--- src/rtl/cga_idbseq.sv ---
// -----------------------------------------------------------------------------
// cga_idbseq -- internal data bus (IDB) read sequencer.
//
// Arbitrates up to three level-sensitive read requesters (microcode, interrupt
// logic, panel/debug) with a round-robin pointer. The winner's source code
// selects which IDB source enable is driven low for DRIVE_CYC cycles. The
// muxed bus value is then captured, and a one-cycle ACK (qualified by ERR for
// illegal codes) completes the transfer.
//
// Parameters
//   DRIVE_CYC  cycles the selected source is enabled before capture (1..4)
//
// Ports
//   MCLK        in   system clock, rising edge
//   RESETN      in   asynchronous active-low reset
//   REQ_2_0     in   read requests (bit0 ucode, bit1 irq, bit2 panel)
//   SEL0_2_0    in   source code for requester 0
//   SEL1_2_0    in   source code for requester 1
//   SEL2_2_0    in   source code for requester 2
//   FIDBI_15_0  in   muxed IDB value
//   EPGSN       out  PGS source enable, active low
//   EPCRN       out  PCR source enable, active low
//   EPICSN      out  PICS source enable, active low
//   EPICVN      out  PICV source enable, active low
//   EPICMASKN   out  PICMASK source enable, active low
//   GNT_2_0     out  one-hot grant, DRIVE entry through ACK
//   ACK         out  one-cycle completion pulse
//   ERR         out  qualifies ACK: illegal source code
//   DATA_15_0   out  captured IDB word
//   BUSY        out  high whenever a transfer is in progress
// -----------------------------------------------------------------------------
module cga_idbseq #(
    parameter int unsigned DRIVE_CYC = 1
) (
    input  logic        MCLK,
    input  logic        RESETN,
    input  logic [2:0]  REQ_2_0,
    input  logic [2:0]  SEL0_2_0,
    input  logic [2:0]  SEL1_2_0,
    input  logic [2:0]  SEL2_2_0,
    input  logic [15:0] FIDBI_15_0,
    output logic        EPGSN,
    output logic        EPCRN,
    output logic        EPICSN,
    output logic        EPICVN,
    output logic        EPICMASKN,
    output logic [2:0]  GNT_2_0,
    output logic        ACK,
    output logic        ERR,
    output logic [15:0] DATA_15_0,
    output logic        BUSY
);

    typedef enum logic [1:0] {
        ST_IDLE  = 2'd0,
        ST_DRIVE = 2'd1,
        ST_DONE  = 2'd2
    } state_t;

    // Counter reload value: DRIVE lasts CNT_LOAD+1 cycles.
    localparam logic [1:0] CNT_LOAD = 2'(DRIVE_CYC - 1);

    // Active-low enable vector, bit order {PICMASK, PICV, PICS, PCR, PGS}.
    // External (5) and illegal (6..7) codes enable no internal source.
    function automatic logic [4:0] decode_en_n(input logic [2:0] code);
        logic [4:0] en_n;
        case (code)
            3'd0:    en_n = 5'b11110;
            3'd1:    en_n = 5'b11101;
            3'd2:    en_n = 5'b11011;
            3'd3:    en_n = 5'b10111;
            3'd4:    en_n = 5'b01111;
            default: en_n = 5'b11111;
        endcase
        return en_n;
    endfunction

    function automatic logic code_legal(input logic [2:0] code);
        return (code <= 3'd5);
    endfunction

    // Modulo-3 successor of a requester index.
    function automatic logic [1:0] next_idx(input logic [1:0] idx);
        logic [1:0] nxt;
        case (idx)
            2'd0:    nxt = 2'd1;
            2'd1:    nxt = 2'd2;
            default: nxt = 2'd0;
        endcase
        return nxt;
    endfunction

    function automatic logic req_bit(input logic [2:0] req, input logic [1:0] idx);
        logic b;
        case (idx)
            2'd0:    b = req[0];
            2'd1:    b = req[1];
            2'd2:    b = req[2];
            default: b = 1'b0;
        endcase
        return b;
    endfunction

    // Round-robin pick: first requester found scanning ptr, ptr+1, ptr+2.
    // Caller guarantees at least one request bit is set.
    function automatic logic [1:0] rr_pick(input logic [2:0] req, input logic [1:0] ptr);
        logic [1:0] cand;
        logic [1:0] win;
        logic       found;
        cand  = ptr;
        win   = 2'd0;
        found = 1'b0;
        for (int k = 0; k < 3; k++) begin
            if (!found && req_bit(req, cand)) begin
                win   = cand;
                found = 1'b1;
            end else begin
                win   = win;
            end
            cand = next_idx(cand);
        end
        return win;
    endfunction

    function automatic logic [2:0] sel_mux(input logic [1:0] idx, input logic [2:0] s0,
                                           input logic [2:0] s1, input logic [2:0] s2);
        logic [2:0] s;
        case (idx)
            2'd0:    s = s0;
            2'd1:    s = s1;
            default: s = s2;
        endcase
        return s;
    endfunction

    state_t      state_r, state_s;
    logic [1:0]  ptr_r,   ptr_s;
    logic [1:0]  cnt_r,   cnt_s;
    logic [1:0]  gidx_r,  gidx_s;
    logic [2:0]  gnt_r,   gnt_s;
    logic [2:0]  sel_r,   sel_s;
    logic [4:0]  en_n_r,  en_n_s;
    logic        ack_r,   ack_s;
    logic        err_r,   err_s;
    logic        busy_r,  busy_s;
    logic [15:0] data_r,  data_s;
    logic [1:0]  win_s;
    logic [2:0]  win_sel_s;

    // Next-state and next-output logic; every output is registered so the
    // enables and handshake leave the block glitch-free.
    always_comb begin
        state_s   = state_r;
        ptr_s     = ptr_r;
        cnt_s     = cnt_r;
        gidx_s    = gidx_r;
        gnt_s     = gnt_r;
        sel_s     = sel_r;
        en_n_s    = 5'b11111;
        ack_s     = 1'b0;
        err_s     = 1'b0;
        busy_s    = busy_r;
        data_s    = data_r;
        win_s     = rr_pick(REQ_2_0, ptr_r);
        win_sel_s = sel_mux(win_s, SEL0_2_0, SEL1_2_0, SEL2_2_0);

        case (state_r)
            ST_IDLE: begin
                if (REQ_2_0 != 3'b000) begin
                    // SEL is sampled only here; later changes are ignored.
                    state_s = ST_DRIVE;
                    gidx_s  = win_s;
                    gnt_s   = 3'b001 << win_s;
                    sel_s   = win_sel_s;
                    cnt_s   = CNT_LOAD;
                    en_n_s  = decode_en_n(win_sel_s);
                    busy_s  = 1'b1;
                end else begin
                    gnt_s   = 3'b000;
                    busy_s  = 1'b0;
                end
            end
            ST_DRIVE: begin
                if (cnt_r == 2'd0) begin
                    // Last drive cycle: capture the bus and raise ACK in DONE.
                    state_s = ST_DONE;
                    ack_s   = 1'b1;
                    err_s   = ~code_legal(sel_r);
                    if (code_legal(sel_r)) begin
                        data_s = FIDBI_15_0;
                    end else begin
                        data_s = data_r;
                    end
                end else begin
                    cnt_s  = cnt_r - 2'd1;
                    en_n_s = decode_en_n(sel_r);
                end
            end
            ST_DONE: begin
                state_s = ST_IDLE;
                ptr_s   = next_idx(gidx_r);
                gnt_s   = 3'b000;
                busy_s  = 1'b0;
            end
            default: begin
                state_s = ST_IDLE;
                gnt_s   = 3'b000;
                busy_s  = 1'b0;
            end
        endcase
    end

    // State and output registers; reset aborts any transfer without ACK.
    always_ff @(posedge MCLK or negedge RESETN) begin
        if (!RESETN) begin
            state_r <= ST_IDLE;
            ptr_r   <= 2'd0;
            cnt_r   <= 2'd0;
            gidx_r  <= 2'd0;
            gnt_r   <= 3'b000;
            sel_r   <= 3'd0;
            en_n_r  <= 5'b11111;
            ack_r   <= 1'b0;
            err_r   <= 1'b0;
            busy_r  <= 1'b0;
            data_r  <= 16'h0000;
        end else begin
            state_r <= state_s;
            ptr_r   <= ptr_s;
            cnt_r   <= cnt_s;
            gidx_r  <= gidx_s;
            gnt_r   <= gnt_s;
            sel_r   <= sel_s;
            en_n_r  <= en_n_s;
            ack_r   <= ack_s;
            err_r   <= err_s;
            busy_r  <= busy_s;
            data_r  <= data_s;
        end
    end

    assign EPGSN     = en_n_r[0];
    assign EPCRN     = en_n_r[1];
    assign EPICSN    = en_n_r[2];
    assign EPICVN    = en_n_r[3];
    assign EPICMASKN = en_n_r[4];
    assign GNT_2_0   = gnt_r;
    assign ACK       = ack_r;
    assign ERR       = err_r;
    assign DATA_15_0 = data_r;
    assign BUSY      = busy_r;

endmodule

--- config.mk ---
export PLATFORM = sky130hd
export DESIGN_NAME = cga_idbseq
export DESIGN_NICKNAME = d
export VERILOG_FILES = /design/src/rtl/cga_idbseq.sv
export SDC_FILE = /design/constraint.sdc
export NUM_CORES = 1
export LEC_CHECK = 0
export CORE_MARGIN = 10
export CORE_UTILIZATION = 40
export CTS_BUF_LIST = sky130_fd_sc_hd__clkbuf_8
export DETAILED_ROUTE_END_ITERATION = 8
export PLACE_DENSITY = 0.7
export SLEW_MARGIN = 0
export SYNTH_ARGS = -nofsm -noshare
export SYNTH_HDL_FRONTEND = slang
export SYNTH_SLANG_ARGS = --single-unit
--- constraint.sdc ---
create_clock -name MCLK -period 2.29 [get_ports MCLK]
set_input_delay 0.458 -clock MCLK [delete_from_list [all_inputs] [get_ports MCLK]]
set_output_delay 0.458 -clock MCLK [all_outputs]
set_load 0.02 [all_outputs]
==> results of run 1 <==
[report_power, final]
part | switching [W] | internal [W] | leakage, nW
registers | 0.000183 | 0.000967 | 0.458
clock network | 0.000235 | 0.000464 | 0.0714
logic | 0.000745 | 0.000755 | 0.476
[metal layers]
metal / wire length, µm / global-route usage / vias up
met1: 1660 / 0.130 / 607
met5: 0 / 0 / -
li1: - / - / 588
met3: 186 / 0.0352 / 10
met4: 112 / 0.0738 / 0
met2: 2020 / 0.183 / 38
[registers in the layout, indices dropped and copies added (netlist names)]
| name | flops |
|---|---|
| DATA_15_0 | 16 |
| en_n_r | 5 |
| GNT_2_0 | 3 |
| sel_r | 3 |
| cnt_r | 2 |
| gidx_r | 2 |
| ptr_r | 2 |
| state_r | 2 |
| ACK | 1 |
| BUSY | 1 |
| ERR | 1 |
[cell usage after synthesis, drive strengths merged, types with 3 or more instances]
cell	n	area, µm²
dfrtp	33	826
nand2	14	55.1
o21ai	7	35.0
a21o	4	30.0
a21oi	4	27.5
inv	4	15.0
nor2	3	13.8
dfstp	5	131
mux2	16	180
nand2b	4	25.0
nand3	3	15.0
nor3	3	15.0
[kinds of logic (layout without fill, tap and decap cells)]
kind of cell	Yosys count	after routing	synth area share
multiplexers	16	16	0.113
adder cells (fa/ha/maj)	1	1	0.00785
AO/OA/AOI/OAI	31	31	0.147
buffers and inverters	8	71	0.0204
AND/OR/NAND/NOR	35	35	0.111
flip-flops	38	38	0.600
[final cells by class]
class	count	area, µm²	share of cell area
sequential	38	957	0.406
multi-input combinational	83	604	0.256
timing repair buffer	59	578	0.245
clock buffer	6	82.6	0.0350
clock inverter	2	60.1	0.0255
tap	48	60.1	0.0255
inverter	4	15.0	0.00637
[final timing paths]
path                            endpoint  cells after the start
max                            en_n_r[4]                      6
max reg2reg                    en_n_r[4]                      4
min reg2reg                     ptr_r[0]                      1
min                                 BUSY                      1
min in group MCLK               ptr_r[0]                      1
max in group asynchronous  DATA_15_0[11]                      1
[worst max-delay path: stages]
cell,delay [ns]
sky130_fd_sc_hd__clkdlybuf4s50_1,0.46
sky130_fd_sc_hd__nor2b_1,0.16
sky130_fd_sc_hd__o31ai_2,0.38
sky130_fd_sc_hd__a21oi_2,0.20
sky130_fd_sc_hd__a211oi_1,0.44
sky130_fd_sc_hd__a32oi_1,0.17
[metrics by stage]
step	setup WS, ns	power (W)
floorplan	0.645	0.00201
global placement	0.0980	0.00263
detailed placement	-0.0422	0.00268
CTS	0.270	0.00339
global route	0.188	0.00355
finish	0.225	0.00335
==> impl_summary.md, run 1 <==
Floorplan
Measured along the y axis, the die boundary spans about 83 µm. The initialized floorplan defines 22 standard-cell rows. The area inside the core boundary is roughly 0.0037 mm². For this design the top-level I/O count stands at 57. The die span in x is ~83 µm. The die covers 0.00691 mm². The initial utilization of the core area, before any placement, comes to 0.426.

STA
In the final timing run, aggregate negative setup slack is 0 ns. The worst pin sits at a relative slew slack of 0.469. The hold slack is 0.251 ns. The final clock skew is 0.00413 ns. The max-slew violation total from the final report is 0.

The final critical-path share of the clock period is 0.902. Setup violations remaining at the end of the flow were counted as 0. The final number of hold-violating endpoints was 0. The routed design could run at a clock period as short as 2.06 ns. Setup repair after global routing left no endpoint under its margin.

Derived from the worst setup path, the maximum achievable clock frequency is 484 MHz. For the pin with the worst max-slew slack, the measured transition is 0.796 ns.

Detailed routing
In this run the remaining antenna-violating nets after routing total 0. After the first detailed-routing iteration, the DRC count stood at 75. Using the TritonRoute via totals, the vias-per-cell ratio works out to 5.18. After detailed routing, the number of remaining DRC violations is 0. For this block, the routed nets add up to between 3 and 4 mm of wire. The detailed router placed ~1.2k vias in this run. The first TritonRoute pass finished after 4 iterations. After detailed routing, the average wire length per cell comes to roughly 17 µm.

Clock tree
The tree is rooted in a sky130_fd_sc_hd__clkbuf_8. The number of hold buffers added after CTS is 0. Clock tree synthesis inserted a total of 5 buffers. The clock slew at the register clock pins of the worst setup and hold paths is approximately 0.07 ns. The count of clock tree sinks is 38. TritonCTS built the clock tree. The quantity of gates resized following cts is 0. The clock latency of the later-clocked register in the worst-skew pair is ~0.29 ns.

The H-tree depth is 2. Post-CTS timing repair inserted 0 buffers for setup. The worst-case clock buffer depth is 2.

Synthesis
Of the synthesized area, sequential elements account for 0.600. In the synthesized netlist the async set-or-reset flop fraction comes to 1.00. The synthesized design contains 0 enable-type register cells.

The Yosys step of the flow raised 0 warnings. A synthesized cell averages 12.4 µm². The number of nets produced by synthesis is between 150 and 200. The mapped netlist covers around 0.0016 mm². The number of distinct library cells after synthesis is 39. In this run, synthesis produced a sequential element count of 38. The cell count after synthesis is between 100 and 150. For this run, the leading register cell type out of synthesis is sky130_fd_sc_hd__dfrtp_1.

Hold path
The path class of the lowest-slack min-delay path is input port to async pin.

Final layout
Measured on the finished design, the core utilization comes to 0.630. The top cell types in the final layout, fill and taps aside, are 55 x sky130_fd_sc_hd__clkdlybuf4s50_1, 33 x sky130_fd_sc_hd__dfrtp_1, 14 x sky130_fd_sc_hd__mux2_2. With fillers left out, the area of the finished cells amounts to ~0.0024 mm². The library cell used most frequently in the layout, excluding fill and tap cells, is sky130_fd_sc_hd__clkdlybuf4s50_1. After the flow finishes, the layout carries non-filler instances totaling between 200 and 250. The net count reported at finish is around 220.

The repair_antennas step left the layout with diodes totalling 0. The growth of design area from synthesis to finish is 47.9%. The filler cells instantiated in the layout total between 300 and 400. In the final layout, the share of cells above drive strength 1 is 0.188.

Worst setup path
Data on the critical path is required at its endpoint by approximately 2.5 ns. The kind of start point of the critical path is an input port. The maximum net fanout on the critical path is 7. STA classifies the critical path endpoint as a flip-flop. The register-to-register setup slack is 0.49 ns. The worst register-to-register path begins at ptr_r[1]. The launching instance or port of the critical path is REQ_2_0[0]. The critical path in this run is classified as input port to flip-flop. The data arrival time of the critical path is 2.27 ns.

Placed design
The global placement routability congestion is about 0.87. Summed over all nets, the half-perimeter wirelength after detailed placement is a little over 3 mm. The cell count after placement is 232. The post-detailed-placement cell area is 0.00221 mm². Port buffering added 56 buffers.

Global route
The largest net degree at the start of global routing is 39. The global-route wire length before repair is between 6 and 7 mm. Across every metal layer, demand over resource in global routing totals 0.115. The via count of the first global-routing pass was 1285. The initial antenna violation count came to 0. The global-route congestion overflow total is 0.

Job
Max-cap violations in this run came to 0.

Power
The worst IR drop on VDD is roughly 0.00077 V. Power spread over the standard cell area amounts to 1420 mW/mm². In this run the static leakage power is around 1.0 nW.

Outcome
The flow ran to the end, and the final reports show no timing, DRC or antenna violations.
No activity file was read; power rests on OpenSTA's default activity.
==> run 2, diff against run 1 <==
- MAX_ROUTING_LAYER: not set -> met4
==> run 2 against run 1 <==
  * Critical path depth did not move
  * Register-to-register slack barely moved
  * Via count rose by 0.16%
  * Clock skew barely moved
  * Setup slack improved by 0.0023 ns
  * Global-route usage rose by 0.40 points
  * First-iteration DRC count rose by 24%
  * Critical endpoint unchanged
==> impl_summary.md, run 2 (synthesis results as in run 1) <==
Global route
The total routing usage reported by global routing came to 0.119 (+0.00397). The initial antenna violation count is 0 (unchanged). The largest net degree at the start of global routing is 39 (unchanged). The global-route congestion overflow total was 0 (unchanged). The global-route wire length before repair is 6.59 mm (+0.43%). The via count of the first global-routing pass is 1291 (+0.47%).

Worst setup path
The maximum net fanout on the critical path is 7 (unchanged). The slowest cell on the critical path is sky130_fd_sc_hd__clkdlybuf4s50_1. The data arrival time of the critical path came to 2.27 ns (about the same). The critical register-to-register path startpoint is ptr_r[1]. The capture point of the critical path is en_n_r[4].

The data required time at the worst endpoint came to 2.50 ns (about the same). The number of cell instances on the worst register-to-register path is 4 (unchanged). The number of gates on the worst path with buffers counted came to 6 (unchanged). The register-to-register setup slack is 0.49 ns (about the same).

The worst setup path is captured at a flip-flop. Among cell families on the critical path, the largest total delay comes from compound AO/OA/AOI/OAI gates. The launching instance or port of the critical path is REQ_2_0[0].

The peak per-stage delay on the critical path was 0.46 ns (about the same). The kind of start point of the critical path is an input port. The number of buffer and inverter instances along the worst setup path is 1 (unchanged). The signal on the critical path passes through clkdlybuf4s50_1 > nor2b_1 > o31ai_2 > a21oi_2 > a211oi_1 > a32oi_1. The endpoint of the lowest-slack register-to-register path is en_n_r[4]. The critical path in this run is classified as input port to flip-flop.

STA
The hold slack is 0.249 ns (-0.00145 ns). The final clock skew was 0.00460 ns (+0.000474 ns). The final number of hold-violating endpoints is 0 (unchanged). The headroom to the max-slew limit is 0.468 (-0.000990). Setup repair after global routing left no endpoint under its margin.

The final critical-path share of the clock period is 0.901 (-0.00101). The maximum frequency from static timing analysis is 485 MHz (+0.11%). The final setup violation count is 0 (unchanged). The slew at the pin closest to its max-slew limit was 0.798 ns (+0.00148 ns). The max-slew violation total from the final report was 0 (unchanged).

The minimum clock period after layout is 2.06 ns (-0.00232 ns). The setup TNS came to 0 ns (unchanged).

Clock tree
TritonCTS built the clock tree. The worst-case clock buffer depth is 2 (unchanged). The count of clock tree sinks is 38 (unchanged).

The H-tree depth came to 2 (unchanged). The number of hold buffers added after CTS came to 0 (unchanged). The TritonCTS buffer count is 5 (unchanged). The quantity of gates resized following cts came to 0 (unchanged).

The number of buffers inserted by post-CTS setup repair came to 0 (unchanged). The clock latency of the later-clocked register in the worst-skew pair is 0.29 ns (about the same). The clock slew at the register clock pins of the worst setup and hold paths is 0.07 ns (about the same).

The root cell of the clock tree is sky130_fd_sc_hd__clkbuf_8.

Detailed routing
The per-cell routed wire length is 16.6 µm (+0.48%). The count of routing violations after the opening detailed-route iteration was 93 (+24%). The post-route DRC violation count is 0 (unchanged). The number of iterations in the first detailed-routing pass came to 4 (unchanged). The via density per instance was 5.19 (+0.16%). The total vias in the final route is 1245 (+0.16%).

The number of routed nets with antenna violations is 0 (unchanged). The wire length reported by the detailed router is 3.99 mm (+0.48%).

Final layout
The multi-input gate area in the final layout came to 604 µm² (unchanged). The layout filler cell count was 312 (unchanged). The core utilization of the finished layout is 0.630 (unchanged). The net count reported at finish is 222 (unchanged). The antenna cell count is 0 (unchanged). The share of final-layout standard cells stronger than drive strength 1 is 0.188 (unchanged). The most common library cell in the layout ignoring fill and taps is sky130_fd_sc_hd__clkdlybuf4s50_1. The sequential cell area is 957 µm² (unchanged).

In the layout the commonest cells are 55 x sky130_fd_sc_hd__clkdlybuf4s50_1, 33 x sky130_fd_sc_hd__dfrtp_1, 14 x sky130_fd_sc_hd__mux2_2. The growth of design area from synthesis to finish is 47.9% (unchanged). The post-layout instance count excluding filler cells is 240 (unchanged).

The flip-flop count of the largest register, all copies and words added is 16 (unchanged).

Placed design
The cell count after placement is 232 (unchanged). The global placement routability congestion was 0.881 (+1.6%). The placed wire-length estimate was 3.07 mm (unchanged). The number of buffers inserted by port buffering is 56 (unchanged).

Power
The internal power summed over all cells is 0.00219 W (unchanged). The switching power came to 0.00116 W (about the same). The portion of total power attributed to the clock network is 0.209 (about the same). The power per standard cell area was 1420 mW/mm² (about the same). The total power after layout is 0.00335 W (about the same). The leakage power total is 1.01 nW (unchanged). The portion of total power attributed to sequential cells was 0.343 (about the same). The combinational fraction of design power was 0.448 (about the same). The worst IR drop on VDD was 0.000766 V (about the same). The switching share of total power is 0.347 (about the same).

Floorplan
The die span in x was 83.1 µm (unchanged). The number of placed I/O pins is 57 (unchanged). The area inside the core boundary is 0.00374 mm² (unchanged). The overall die area is 0.00691 mm² (unchanged). The vertical die dimension is 83.1 µm (unchanged).

The effective utilization at floorplan came to 0.426 (unchanged). The number of placement rows came to 22 (unchanged).

Outcome
The flow ran to the end, and the final reports show no timing, DRC or antenna violations.

Hold path
The worst hold path belongs to the class input port to async pin.

Job
The max-capacitance violation count was 0 (unchanged).
run 2: cell counts in the layout (fill, tap and decap cells not counted):
Identical to the previous run, type by type.
run 2: layer usage:
layer / vias up / wire length (µm) / track usage
li1: 588 / - / -
met1: 610 / 1660 / 0.131
met2: 39 / 2020 / 0.182
met3: 8 / 207 / 0.0439
met4: 0 / 106 / 0.0646
met5: - / 0 / -
run 2: through the flow:
step / instance area, µm² / setup WS, ns
finish: 2360 / 0.228
global route: 2360 / 0.192
CTS: 2360 / 0.270
detailed placement: 2210 / -0.0422
global placement: 2210 / 0.0980
floorplan: 1590 / 0.645
run 2: worst min-delay path by stage:
stage / from / endpoint / slack, ns / cells after the start
floorplan: RESETN / ACK / 0.16 / 0
global placement: gidx_r[1] / ptr_r[0] / 0.45 / 1
detailed placement: BUSY / BUSY / 0.47 / 2
CTS: RESETN / cnt_r[1] / 0.27 / 1
global route: RESETN / BUSY / 0.31 / 1
finish: RESETN / BUSY / 0.25 / 1
run 2: power groups by stage:
stage	Clock [W]	Combinational, W	Sequential, W
after floorplan	0	0.000622	0.00139
after global placement	0	0.00149	0.00114
after detailed placement	0	0.00152	0.00116
after CTS	0.000710	0.00153	0.00115
after global routing	0.000744	0.00162	0.00119
final	0.000700	0.00150	0.00115
run 2: final cells by class:
type,count,share of cell area
Timing Repair Buffer,59,0.245
Clock buffer,6,0.0350
Tap cell,48,0.0255
Multi-Input combinational cell,83,0.256
Clock inverter,2,0.0255
Inverter,4,0.00637
Sequential cell,38,0.406
==> run 3, diff against run 2 <==
--- a/config.mk
+++ b/config.mk
@@ -8,5 +8,4 @@
 export CORE_MARGIN = 10
 export CORE_UTILIZATION = 40
-export CTS_BUF_LIST = sky130_fd_sc_hd__clkbuf_8
 export DETAILED_ROUTE_END_ITERATION = 8
 export MAX_ROUTING_LAYER = met4
==> constraint.sdc (replaced) <==
create_clock -name MCLK -period 2.29 [get_ports MCLK]
set_input_delay 0.458 -clock MCLK [delete_from_list [all_inputs] [get_ports MCLK]]
set_output_delay 0.458 -clock MCLK [all_outputs]
set_load 0.05 [all_outputs]
==> results of run 3 <==
Same layout as run 2 (identical final DEF). Status: finished clean.
Among the figures that moved: setup slack after layout 0.228 ns -> 0.215 ns; start point of the critical path REQ_2_0[0] -> en_n_r[4]; end point of the critical path en_n_r[4] -> EPICMASKN; total power 0.00335 W -> 0.00382 W; worst IR drop on VDD 0.000766 V -> 0.000780 V
